[src/rtl/memory_access_pkg.sv]
// Shared encodings for the DLX memory stage: access sizes, FSM states and the MEM/WB bundle.
// Latency: n/a (types and constants only).
// Backpressure: n/a.
package memory_access_pkg;

    localparam logic [1:0] SIZE_BYTE = 2'b00;
    localparam logic [1:0] SIZE_HALF = 2'b01;
    localparam logic [1:0] SIZE_WORD = 2'b10;

    localparam int MEMWB_DATA_W     = 32;
    localparam int MEMWB_REG_ADDR_W = 5;

    typedef enum logic {
        ST_IDLE   = 1'b0,
        ST_ACCESS = 1'b1
    } state_t;

    // Field bundle consumed by write_back.
    typedef struct packed {
        logic [MEMWB_DATA_W-1:0]     mem_data;
        logic [MEMWB_DATA_W-1:0]     alu_data;
        logic                        reg_wr_en;
        logic [MEMWB_REG_ADDR_W-1:0] reg_wr_addr;
        logic                        wb_sel;
    } memwb_t;

    // Instruction fields held for the duration of an outstanding access.
    typedef struct packed {
        logic [1:0]                  addr_lo;
        logic [1:0]                  size;
        logic                        sign_ext;
        logic                        is_store;
        logic [MEMWB_DATA_W-1:0]     alu_data;
        logic                        reg_wr_en;
        logic [MEMWB_REG_ADDR_W-1:0] reg_wr_addr;
        logic                        wb_sel;
    } hold_t;

endpackage

[src/rtl/mem_align.sv]
// Big-endian lane logic: byte enables, store replication, load select/extend, misalign flag.
// Latency: purely combinational.
// Backpressure: none.
module mem_align
    import memory_access_pkg::*;
(
    input  logic [1:0]  addr_lo,
    input  logic [1:0]  size,
    input  logic        sign_ext,
    input  logic [31:0] store_data,
    input  logic [31:0] rdata,
    output logic [3:0]  be,
    output logic [31:0] wdata,
    output logic [31:0] load_data,
    output logic        misalign
);

    logic [7:0]  byte_lane;
    logic [15:0] half_lane;

    always_comb begin
        byte_lane = rdata[31:24];
        case (addr_lo)
            2'd0:    byte_lane = rdata[31:24];
            2'd1:    byte_lane = rdata[23:16];
            2'd2:    byte_lane = rdata[15:8];
            default: byte_lane = rdata[7:0];
        endcase
        half_lane = addr_lo[1] ? rdata[15:0] : rdata[31:16];
    end

    // Offending low bits are ignored here; the caller decides whether to trap.
    always_comb begin
        be        = 4'b1111;
        wdata     = store_data;
        load_data = rdata;
        misalign  = 1'b0;
        case (size)
            SIZE_BYTE: begin
                be        = 4'b1000 >> addr_lo;
                wdata     = {4{store_data[7:0]}};
                load_data = {{24{sign_ext & byte_lane[7]}}, byte_lane};
            end
            SIZE_HALF: begin
                be        = 4'b1100 >> {addr_lo[1], 1'b0};
                wdata     = {2{store_data[15:0]}};
                load_data = {{16{sign_ext & half_lane[15]}}, half_lane};
                misalign  = addr_lo[0];
            end
            default: begin
                misalign  = |addr_lo;
            end
        endcase
    end

endmodule

[src/rtl/memory_access.sv]
// DLX memory stage: issues loads/stores on a req/ack data-memory port and registers MEM/WB (MEM_MISALIGN_TRAP_EN adds a misalign trap).
// Latency: 1 cycle for non-memory ops, 1 + N cycles for memory ops (N = request-to-ack cycles, N >= 1).
// Backpressure: stall_out holds upstream while a memory op is being issued or awaiting ack.
module memory_access
    import memory_access_pkg::*;
#(
    parameter int DATA_WIDTH     = 32,
    parameter int ADDR_WIDTH     = 32,
    parameter int REG_ADDR_WIDTH = 5
) (
    input  logic                      clk,
    input  logic                      rst,
    input  logic                      ex_valid_in,
    input  logic [DATA_WIDTH-1:0]     alu_data_in,
    input  logic [DATA_WIDTH-1:0]     store_data_in,
    input  logic                      mem_rd_en_in,
    input  logic                      mem_wr_en_in,
    input  logic [1:0]                mem_size_in,
    input  logic                      mem_sign_ext_in,
    input  logic                      reg_wr_en_in,
    input  logic [REG_ADDR_WIDTH-1:0] reg_wr_addr_in,
    input  logic                      write_back_mux_sel_in,
    output logic                      stall_out,
    output logic                      dmem_req_out,
    output logic                      dmem_we_out,
    output logic [ADDR_WIDTH-1:0]     dmem_addr_out,
    output logic [DATA_WIDTH-1:0]     dmem_wdata_out,
    output logic [DATA_WIDTH/8-1:0]   dmem_be_out,
    input  logic [DATA_WIDTH-1:0]     dmem_rdata_in,
    input  logic                      dmem_ack_in,
`ifdef MEM_MISALIGN_TRAP_EN
    output logic                      misalign_exc_out,
`endif
    output logic [DATA_WIDTH-1:0]     mem_data_out,
    output logic [DATA_WIDTH-1:0]     alu_data_out,
    output logic                      reg_wr_en_out,
    output logic [REG_ADDR_WIDTH-1:0] reg_wr_addr_out,
    output logic                      write_back_mux_sel_out
);

    state_t state;
    hold_t  hold;
    memwb_t memwb;

    logic        mem_op;
    logic        start;
    logic        trap;
    logic        misalign;
    logic [1:0]  al_addr_lo;
    logic [1:0]  al_size;
    logic        al_sign;
    logic [3:0]  al_be;
    logic [31:0] al_wdata;
    logic [31:0] al_load;

    assign mem_op = ex_valid_in & (mem_rd_en_in | mem_wr_en_in);

    // Live fields set up the request; held fields shape the returning load data.
    assign al_addr_lo = (state == ST_ACCESS) ? hold.addr_lo  : alu_data_in[1:0];
    assign al_size    = (state == ST_ACCESS) ? hold.size     : mem_size_in;
    assign al_sign    = (state == ST_ACCESS) ? hold.sign_ext : mem_sign_ext_in;

    mem_align u_align (
        .addr_lo    (al_addr_lo),
        .size       (al_size),
        .sign_ext   (al_sign),
        .store_data (store_data_in),
        .rdata      (dmem_rdata_in),
        .be         (al_be),
        .wdata      (al_wdata),
        .load_data  (al_load),
        .misalign   (misalign)
    );

`ifdef MEM_MISALIGN_TRAP_EN
    assign trap = (state == ST_IDLE) & mem_op & misalign;
`else
    logic misalign_unused;
    assign misalign_unused = misalign;
    assign trap            = 1'b0;
`endif

    assign start     = (state == ST_IDLE) & mem_op & ~trap;
    assign stall_out = (state == ST_IDLE) ? start : ~dmem_ack_in;

    always_ff @(posedge clk) begin
        if (rst) begin
            state          <= ST_IDLE;
            dmem_req_out   <= 1'b0;
            dmem_we_out    <= 1'b0;
            dmem_addr_out  <= '0;
            dmem_wdata_out <= '0;
            dmem_be_out    <= '0;
            hold           <= '0;
            memwb          <= '0;
`ifdef MEM_MISALIGN_TRAP_EN
            misalign_exc_out <= 1'b0;
`endif
        end else begin
`ifdef MEM_MISALIGN_TRAP_EN
            misalign_exc_out <= 1'b0;
`endif
            case (state)
                ST_IDLE: begin
                    if (start) begin
                        dmem_req_out     <= 1'b1;
                        dmem_we_out      <= mem_wr_en_in;
                        dmem_addr_out    <= {alu_data_in[ADDR_WIDTH-1:2], 2'b00};
                        dmem_wdata_out   <= al_wdata;
                        dmem_be_out      <= al_be;
                        hold.addr_lo     <= alu_data_in[1:0];
                        hold.size        <= mem_size_in;
                        hold.sign_ext    <= mem_sign_ext_in;
                        hold.is_store    <= mem_wr_en_in;
                        hold.alu_data    <= alu_data_in;
                        hold.reg_wr_en   <= reg_wr_en_in;
                        hold.reg_wr_addr <= reg_wr_addr_in;
                        hold.wb_sel      <= write_back_mux_sel_in;
                        memwb.reg_wr_en  <= 1'b0;
                        state            <= ST_ACCESS;
                    end
`ifdef MEM_MISALIGN_TRAP_EN
                    else if (trap) begin
                        misalign_exc_out <= 1'b1;
                        memwb.reg_wr_en  <= 1'b0;
                    end
`endif
                    else begin
                        memwb.alu_data    <= alu_data_in;
                        memwb.reg_wr_en   <= reg_wr_en_in & ex_valid_in;
                        memwb.reg_wr_addr <= reg_wr_addr_in;
                        memwb.wb_sel      <= write_back_mux_sel_in;
                    end
                end
                ST_ACCESS: begin
                    if (dmem_ack_in) begin
                        if (!hold.is_store) begin
                            memwb.mem_data <= al_load;
                        end
                        // A store never writes the register file, even if both enables were set.
                        memwb.alu_data    <= hold.alu_data;
                        memwb.reg_wr_en   <= hold.reg_wr_en & ~hold.is_store;
                        memwb.reg_wr_addr <= hold.reg_wr_addr;
                        memwb.wb_sel      <= hold.wb_sel;
                        dmem_req_out      <= 1'b0;
                        state             <= ST_IDLE;
                    end else begin
                        memwb.reg_wr_en   <= 1'b0;
                    end
                end
                default: state <= ST_IDLE;
            endcase
        end
    end

    assign mem_data_out           = memwb.mem_data;
    assign alu_data_out           = memwb.alu_data;
    assign reg_wr_en_out          = memwb.reg_wr_en;
    assign reg_wr_addr_out        = memwb.reg_wr_addr;
    assign write_back_mux_sel_out = memwb.wb_sel;

endmodule

[config.mk]
export PLATFORM = sky130hd
export DESIGN_NAME = memory_access
export DESIGN_NICKNAME = d
export VERILOG_FILES = /design/src/rtl/memory_access_pkg.sv /design/src/rtl/mem_align.sv /design/src/rtl/memory_access.sv
export SDC_FILE = /design/constraint.sdc
export NUM_CORES = 1
export LEC_CHECK = 0
export BUFFER_PORTS_ARGS = -buffer_cell sky130_fd_sc_hd__buf_4
export CORE_UTILIZATION = 49
export DETAILED_ROUTE_END_ITERATION = 16
export PLACE_DENSITY_LB_ADDON = 0.2
export SETUP_SLACK_MARGIN = 0.02
export SYNTH_ARGS = -nofsm -noshare
export SYNTH_HDL_FRONTEND = slang
export SYNTH_SLANG_ARGS = --single-unit
[constraint.sdc]
create_clock -name clk -period 2.4 [get_ports clk]
set_clock_uncertainty 0.15 [all_clocks]
set_input_delay 0.12 -clock clk [delete_from_list [all_inputs] [get_ports clk]]
set_output_delay 0.12 -clock clk [all_outputs]
set_load 0.005 [all_outputs]
Yosys cells after proc, flatten, opt, wreduce, memory -nomap -nowiden:

Cells that the tools add are included.

* equality and inequality tests: 6
* shift operators: 2
* multiplexer cells: 22
* bitwise operators: 10
* reductions and logical operators: 6

Operator list (number)
* case mux 32 bit (2 select lines): 2
* case mux 39 bit (2 select lines): 1
* 2-to-1 mux 32 bit: 2
* case mux 8 bit (3 select lines): 1
* 2-to-1 mux 16 bit: 1
* 2-to-1 mux 6 bit: 2
* 2-to-1 mux 1 bit: 8
* case mux 4 bit (2 select lines): 1
* >> shifter 4 x 2 -> 4 bit, first input constant: 2
* bitwise AND 1 bit: 6
* inequality test 2 bit, second input constant: 3
* AND reduction 2 bit: 3
* equality test 2 x 1 -> 1 bit, second input constant: 2
* logical NOT 2 bit: 2
* 2-to-1 mux 2 bit: 2
* case mux 1 bit (2 select lines): 2
* NOT 1 bit: 3
* AND reduction 3 bit: 1
* equality test 2 bit, second input constant: 1
* OR 1 bit: 1

* register bits: 184
* input port bits: 112
* output and inout bits: 142
* word-level logic and storage cells: 64

Depth between registers and ports, before layout:

Gate-level depths: netlist (run 1).

* depth after elaboration: 5
* gate-level depth with buffers: 7

Hierarchy:

A second synthesis (run 1) with hierarchy kept.

* cells, all modules: 942
* area total of the unflattened synthesis: 7728.7 um^2

By module, submodules not included
* memory_access: times used 1, cells each 767, area each 6542.5 um^2, sequential area each 3042.9 um^2
* mem_align: times used 1, cells each 175, area each 1186.1 um^2, sequential area each 0.0 um^2

Worst setup path after synthesis (run 1):

Ideal clock, no wire load.

* path type: flip-flop to flip-flop
* from: register state
* to: register memwb, in the netlist mem_data_out[23]
* arrival time: 1.670 ns
* required time: 2.162 ns
* setup slack: 0.491 ns
* cell stages (with the launch flop): 7
* path buffers: 2
* clock period less this slack: 1.909 ns
* cells stage by stage: dfxtp_1 -> mux2_2 -> buf_2 -> nor4_1 -> a21oi_2 -> buf_6 -> a311oi_2

* longest elaborated chain between the ends: 5

Ends and longest elaborated chain
* start, declared: RTL line memory_access.sv:41 `state_t state;`
* start signal, assigned: RTL line memory_access.sv:88 `state <= ST_IDLE;`
* start signal, assigned: RTL line memory_access.sv:120 `state <= ST_ACCESS;`
* start signal, assigned: RTL line memory_access.sv:146 `state <= ST_IDLE;`
* 2-to-1 mux 2 bit: RTL line memory_access.sv:59 `assign al_addr_lo = (state == ST_ACCESS) ? hold.addr_lo : alu_data_in[1:0];`
* equality test 2 bit, or another cell as far along: RTL line mem_align.sv:23 `case (addr_lo)`
* case mux 8 bit (3 select lines): RTL line mem_align.sv:23
* bitwise AND 1 bit: RTL line mem_align.sv:42 `load_data = {{24{sign_ext & byte_lane[7]}}, byte_lane};`
* case mux 32 bit (2 select lines): RTL line mem_align.sv:38 `case (size)`
* end, declared: RTL line memory_access.sv:43 `memwb_t memwb;`

Several ways; a longest one is shown, not always the timed one.
A chain may end at the register's enable or synchronous reset.

Worst setup path in the final report (run 1):

* from: register state
* to: register memwb, in the netlist mem_data_out[18]

The elaborated chain is that of the path after synthesis.

==> metrics.md, run 1 <==
| Metric | Value |
|---|---|
| Num ports | `approximately 250` |
| Power Density | `667 nW/um2` |
| Htree depth | `4` |
| WS Path Type | `register to register` |
| Worst Hold End | `mem_data_out[4]$_SDFFE_PP0P_` |
| First-pass GRT wire length | `around 34000 um` |
| Status | `finished, final reports clean` |
| RSZ-0062 raised after global routing | `no` |
| Synth cell types | `39` |
| Leading cell type in the layout, fill and taps excluded | `buf_4` |
| Final hold viol count | `0` |
| # nets final | `between 1000 and 1500` |
| CP max FO | `18` |
| Longest Clk Path Bufs | `2` |
| Syn Inst Count | `779` |
| Arr. time, crit path | `approximately 2.4 ns` |
| Die ar. | `~14000 um2` |
| Crit path max-delay family | `compound AO/OA/AOI/OAI gates` |
| Reg2reg start | `state$_SDFF_PP0_` |
| Die W | `118 um` |
| Ys Warns | `0` |
| Final worst slack | `about 0.15 ns` |
| Worst Max-Slew Pin Slew | `about 0.74 ns` |
| Finished Cell Area | `around 10000 um2` |
| Vias per cell | `roughly 5.5` |
| Crit path launch type | `register` |
| P&R area growth vs syn | `53.8%` |
| Avg Inst Size Synth | `8.52 um2` |
| Via Count | `between 7000 and 8000` |
| WP buf/inv | `1` |
| GRT Overall Usage | `0.303` |
| WHS Path Cells | `4` |
| WP data required | `about 2.6 ns` |
| Max-Cap Viols | `0` |
| Initial Util | `0.501` |
| CP cell instances | `buf_4 > mux2_2 > nor4_1 > a21oi_4 > a311oi_1` |
| Remaining antenna violation count | `0` |
| PortBufs | `251` |
| Clock Sinks | `between 150 and 200` |
| Clk root buf | `clkbuf_16` |
| Placer Congestion | `between 0.8 and 0.9` |
| Commonest cells after routing, fill and taps aside | `buf_4 (269), nand2_1 (164), dfxtp_1 (151)` |
| Placed cell area | `approximately 8500 um2` |
| Worst Hold Class | `input pin to register` |
| GR Overflow Total | `0` |
| DRT Wirelength | `22100 um` |
| Final core utilization | `0.771` |
| Max incr delay on CP | `roughly 0.47 ns` |
| Antenna diodes | `0` |
| CP Capture Type | `register` |
| Number of cells on the worst reg-to-reg path | `5` |
| Clock latency on the worst-skew pair | `~0.43 ns` |
| Largest net degree at the start of global routing | `103` |
| Vias in the first global route | `6710` |
| Share of post-route cells with drive strength above 1 | `0.299` |
| Mapped cell area | `6630 um2` |
| Initial DRT Pass Iterations | `5` |
| Pins Over Slew Limit | `0` |
| Leak Pwr | `4.32 nW` |
| Max Clk Rate | `between 400 and 500 MHz` |
| Core Region | `approximately 13000 um2` |
| Final worst path period share | `0.938` |
| DP Worst Slack | `-0.0514 ns` |
| Final setup viols | `0` |
| Crit-path slowest cell | `mux2_2` |
| Num CTS Buffers | `17` |
| R2r endpoint | `mem_data_out[18]$_SDFFE_PP0P_` |
| Reg clk slew, reported paths | `0.06 ns` |
| Routed len/inst | `about 17 um` |
| Register area share after synthesis | `0.459` |
| Worst reg2reg setup slack | `approximately 0.15 ns` |
| Maximum vdd drop | `0.509 mV` |
| # DRC | `0` |
| Total negative setup slack | `0 ns` |
| Min Clock Period, post-route | `roughly 2.3 ns` |
| Worst slew margin | `0.508` |
| CTS tree | `yes` |
| Seq cells post-synth | `152` |
| Die Y-Extent | `between 100 and 150 um` |
| Tot Pwr | `6.80 mW` |
| DP HPWL | `~13000 um` |
| Initial antenna violation count | `0` |
| HP Start | `dmem_rdata_in[12]` |
| Initial drt markers | `690` |
| Cell Rows | `42` |
[routing by layer]
metal  part of all wire  routed length (um)  track usage  vias to the layer above
li1                   -                   -            -                     3352
met1               0.42                9340        0.380                     3318
met2               0.47               10500        0.497                      341
met3              0.073                1610       0.0618                       64
met4              0.031                 696        0.147                        0
met5                  0                   0            0                        -
[worst reg2reg max path: cells and delay by family, from the launching register on]
kind / cells / cell delay [ns]
and+or+nand+nor: 1 / 0.46
DFF: 1 / 0.35
muxes: 1 / 0.48
AOI/OAI and AO/OA: 2 / 0.50
buffers and inverters: 1 / 0.22
[synthesized netlist by cell type]
master    number  area, um2
nor2_1        98        368
buf_2         17       85.1
nand3_1        1       5.00
nor4b_1        1       8.76
a311oi_1      33        289
nand3b_1       2       15.0
a221oi_1       2       17.5
nor2b_1        2       12.5
conb_1         1       3.75
buf_4         33        248
a31oi_1        1       6.26
nand2_1      164        616
o21ai_0       16       80.1
mux2i_1       42        420
a222oi_1       6       60.1
nor4_1         4       25.0
clkbuf_1      38        143
o22ai_1        8       50.1
buf_1          2       7.51
a21oi_1       58        290
o221a_2        1       11.3
nor3_2         1       10.0
dfxtp_1      152       3040
nor2_2         2       12.5
a21oi_2        3       26.3
nor3_1         4       20.0
a21o_1         1       7.51
buf_6          3       33.8
o21ai_1        1       5.00
a22oi_1       10       75.1
o211a_1        1       10.0
a32oi_1        1       8.76
mux2_2         8       90.1
a311oi_2      10        150
nor3b_1        1       7.51
a211oi_1      46        345
inv_1          3       11.3
nor4bb_1       1       10.0
nand2b_1       1       6.26
[final cells by class]
type | instances | area, um2
tap | 176 | 220
inverter | 3 | 11.3
timing repair buffer | 385 | 3260
multi-input combinational | 532 | 3130
sequential | 152 | 3050
fill | 947 | 3040
clock buffer | 27 | 503
clock inverter | 3 | 40.0
[logic make-up after synthesis]
logic type,synth area share
other,0.000565
buffers and inverters,0.0796
multiplexers,0.0770
flip-flops,0.459
AO/OA/AOI/OAI,0.216
AND/OR/NAND/NOR,0.168
[where the power goes]
part           internal [mW]  switching (mW)  total, mW
clock network           1.52           0.998       2.52
logic                  0.740           0.709       1.45
registers               2.72           0.116       2.83
total                   4.98            1.82       6.80
[repair_timing]
| item | CTS | global route |
|---|---|---|
| gates resized for setup | 1 | 4 |
| buffers inserted | 0 | 4 |
| gates cloned | 0 | 1 |
| endpoints found under the setup margin | 16 | 26 |
| hold endpoints to repair | 145 | 0 |
| hold buffers | 109 | 0 |
[metrics by stage]
stage          hold slack, ns  std cells
6_report               0.0251       1278
5_1_grt                0.0213       1278
4_1_cts               0.00957       1273
3_5_place_dp            0.236       1134
3_3_place_gp            0.226       1134
2_1_floorplan           0.106        780
[worst max-delay path by stage]
stage	startpoint	endpoint	slack (ns)	cells after the start
after floorplan	state$_SDFF_PP0_	mem_data_out[23]$_SDFFE_PP0P_	0.49	6
after global placement	state$_SDFF_PP0_	mem_data_out[26]$_SDFFE_PP0P_	0.06	5
after detailed placement	state$_SDFF_PP0_	mem_data_out[27]$_SDFFE_PP0P_	-0.05	5
after CTS	state$_SDFF_PP0_	dmem_wdata_out[29]$_SDFFE_PP0P_	0.12	6
after global routing	state$_SDFF_PP0_	mem_data_out[17]$_SDFFE_PP0P_	0.02	5
final	state$_SDFF_PP0_	mem_data_out[18]$_SDFFE_PP0P_	0.15	5
[state kept, by name (all words and copies together), names as in the netlist]
register and count:
write_back_mux_sel_out 1, hold 43, state 1, alu_data_out 32
reg_wr_addr_out 5, dmem_be_out 4, reg_wr_en_out 1, dmem_wdata_out 32
mem_data_out 32, dmem_req_out 1
(Power assumes the default switching activity.)
==> inputs of run 2 (changes only) <==
--- a/config.mk
+++ b/config.mk
@@ -10,6 +10,7 @@
 export DETAILED_ROUTE_END_ITERATION = 16
 export PLACE_DENSITY_LB_ADDON = 0.2
 export SETUP_SLACK_MARGIN = 0.02
+export SLEW_MARGIN = 5
 export SYNTH_ARGS = -nofsm -noshare
 export SYNTH_HDL_FRONTEND = slang
 export SYNTH_SLANG_ARGS = --single-unit
==> constraint.sdc (replaced) <==
create_clock -name clk -period 2.4 [get_ports clk]
set_clock_uncertainty 0.15 [all_clocks]
set_input_delay 0.12 -clock clk [delete_from_list [all_inputs] [get_ports clk]]
set_output_delay 0.12 -clock clk [all_outputs]
set_load 0.05 [all_outputs]
==> run 2 against run 1 <==
Compared with the run above:
- non-clock buffer count shrank 2
- via count up 0.49%
- combinational power up 42%
- sequential share of layout area is 0.19 points lower
- largest power group is now clock
- clock power rose by 17%
- global-route usage grew 0.83 points
- register-to-register slack hardly changed
- highest routed layer unchanged
- wire length up 0.61%
- fmax shrank 0.15%
- cell area grew 0.65%
- critical path depth increased by 2
==> metrics.md, run 2 (synthesis results as in run 1) <==
| Metric | Value |
|---|---|
| Cell Rows | `42 (unchanged)` |
| Clk root buf | `clkbuf_16` |
| Leading cell type in the layout, fill and taps excluded | `buf_4` |
| Placer Congestion | `0.893 (+2.2%)` |
| Crit path launch type | `register` |
| Placed cell area | `8480 um2 (about the same)` |
| CTS tree | `yes` |
| CP Capture Type | `register` |
| Via Count | `7110 (+0.49%)` |
| Final setup viols | `0 (unchanged)` |
| DP HPWL | `13200 um (+1.9%)` |
| Initial antenna violation count | `2 (+2)` |
| # DRC | `0 (unchanged)` |
| Pins Over Slew Limit | `0 (unchanged)` |
| Max Clk Rate | `444 MHz (-0.15%)` |
| DP Worst Slack | `-0.00490 ns (+0.0465 ns)` |
| Final worst path period share | `0.939 (+0.00138)` |
| Final worst slack | `0.146 ns (-0.00331 ns)` |
| RSZ-0062 raised after global routing | `yes` |
| Initial Util | `0.501 (unchanged)` |
| Initial drt markers | `722 (+4.6%)` |
| Min Clock Period, post-route | `2.25 ns (+0.00332 ns)` |
| Power Density | `762 nW/um2 (+14%)` |
| WS Path Type | `register to register` |
| WP data required | `2.54 ns (-0.04 ns)` |
| Finished Cell Area | `10300 um2 (+0.65%)` |
| Longest Clk Path Bufs | `2 (unchanged)` |
| Clock Sinks | `152 (unchanged)` |
| Hold WS | `0.0144 ns (-0.0106 ns)` |
| Remaining antenna violation count | `0 (unchanged)` |
| Initial DRT Pass Iterations | `8 (+3)` |
| Arr. time, crit path | `2.39 ns (-0.04 ns)` |
| P&R area growth vs syn | `54.8%` |
| GRT Overall Usage | `0.312 (+0.00826)` |
| Worst Max-Slew Pin Slew | `0.785 ns (+0.0470 ns)` |
| Num ports | `254 (unchanged)` |
| First-pass GRT wire length | `34600 um (+2.6%)` |
| Final hold viol count | `0 (unchanged)` |
| CP max FO | `51 (+33)` |
| Largest net degree at the start of global routing | `103 (unchanged)` |
| Routed len/inst | `17.4 um (+0.45%)` |
| Max FFs per register | `43 (unchanged)` |
| Largest register by flop count | `hold` |
| Num CTS Buffers | `17 (unchanged)` |
| Commonest cells after routing, fill and taps aside | `buf_4 (269), nand2_1 (164), dfxtp_1 (151)` |
| Filler cell count | `896 (-5.4%)` |
| Vias in the first global route | `6890 (+2.7%)` |
| Leak Pwr | `4.35 nW (+0.65%)` |
| Worst slew margin | `0.477 (-0.0314)` |
| Status | `finished, final reports clean` |
| Worst Hold Class | `input pin to register` |
| Clock latency on the worst-skew pair | `0.42 ns (about the same)` |
| DRT Wirelength | `22300 um (+0.61%)` |
| Max-Cap Viols | `0 (unchanged)` |
| PortBufs | `251 (unchanged)` |
| Vias per cell | `5.55 (+0.34%)` |
| Worst reg2reg setup slack | `0.15 ns (about the same)` |
| Die Y-Extent | `118 um (unchanged)` |
| Core Region | `13200 um2 (unchanged)` |
| Die ar. | `14000 um2 (unchanged)` |
| Reg clk slew, reported paths | `0.06 ns (about the same)` |
| Share of post-route cells with drive strength above 1 | `0.305 (+0.00544)` |
| Die W | `118 um (unchanged)` |
| # nets final | `1201 (-0.17%)` |
| Maximum vdd drop | `0.533 mV (+4.9%)` |
| Htree depth | `4 (unchanged)` |
| GR Overflow Total | `0 (unchanged)` |
[run 2: cell types whose count changed in the layout (fill, tap and decap cells not counted), sizes merged]
cell,delta
buf,-1
bufinv,+4
clkbuf,-8
clkinv,+2
clkinvlp,+3
diode,+2
dlygate4sd3,-1
inv,+1
[run 2: timing repair]
action / in CTS / in global routing
cloned: 0 / 1
endpoints found under the hold margin: 144 / 0
setup endpoints to repair: 16 / 9
hold buffers: 108 / 0
buffers inserted: 0 / 2
resized for setup: 1 / 4
[run 2: critical path: stages (launching register included)]
cell,delay (ns)
dfxtp_4,0.34
buf_4,0.20
buf_4,0.20
nor2b_1,0.16
nor2b_4,0.27
clkbuf_16,0.32
nor2_1,0.07
a311oi_1,0.39
[run 2: layer usage]
metal	GRT usage	share of wire	up-vias
met5	0	0	-
li1	-	-	3354
met3	0.0705	0.067	73
met4	0.157	0.041	0
met2	0.514	0.48	340
met1	0.381	0.41	3343
[run 2: report_power, final]
| group | total [mW] | switching, mW | internal, mW |
|---|---|---|---|
| sequential | 2.84 | 0.120 | 2.72 |
| clock | 2.94 | 1.05 | 1.89 |
| combinational | 2.06 | 1.31 | 0.747 |
| total | 7.83 | 2.48 | 5.35 |
[run 2: cell type report]
cell class,count,area (um2),area share
antenna,2,5.00,0.000487
clock buffer,19,453,0.0441
clock inverter,13,199,0.0194
inverter,3,11.3,0.00110
multi-input combinational,532,3120,0.304
sequential,152,3050,0.297
tap,176,220,0.0214
timing repair buffer,383,3220,0.313
[run 2: through the flow]
stage	instances	setup TNS [ns]	power, mW	utilization
after floorplan	780	0	4.13	-
after global placement	1135	0	4.72	0.640
after detailed placement	1135	-0.00639	4.74	0.640
after CTS	1275	0	7.80	0.772
after global routing	1280	0	8.11	0.776
final	1280	0	7.83	0.776
[run 2: worst paths after layout]
check,end,depth (start not counted),from
max,dmem_wdata_out[18]$_SDFFE_PP0P_,7,state$_SDFF_PP0_
min,mem_data_out[11]$_SDFFE_PP0P_,3,dmem_rdata_in[11]
max reg2reg,dmem_wdata_out[18]$_SDFFE_PP0P_,7,state$_SDFF_PP0_
min reg2reg,hold[2]$_SDFFE_PP0P_,2,hold[2]$_SDFFE_PP0P_
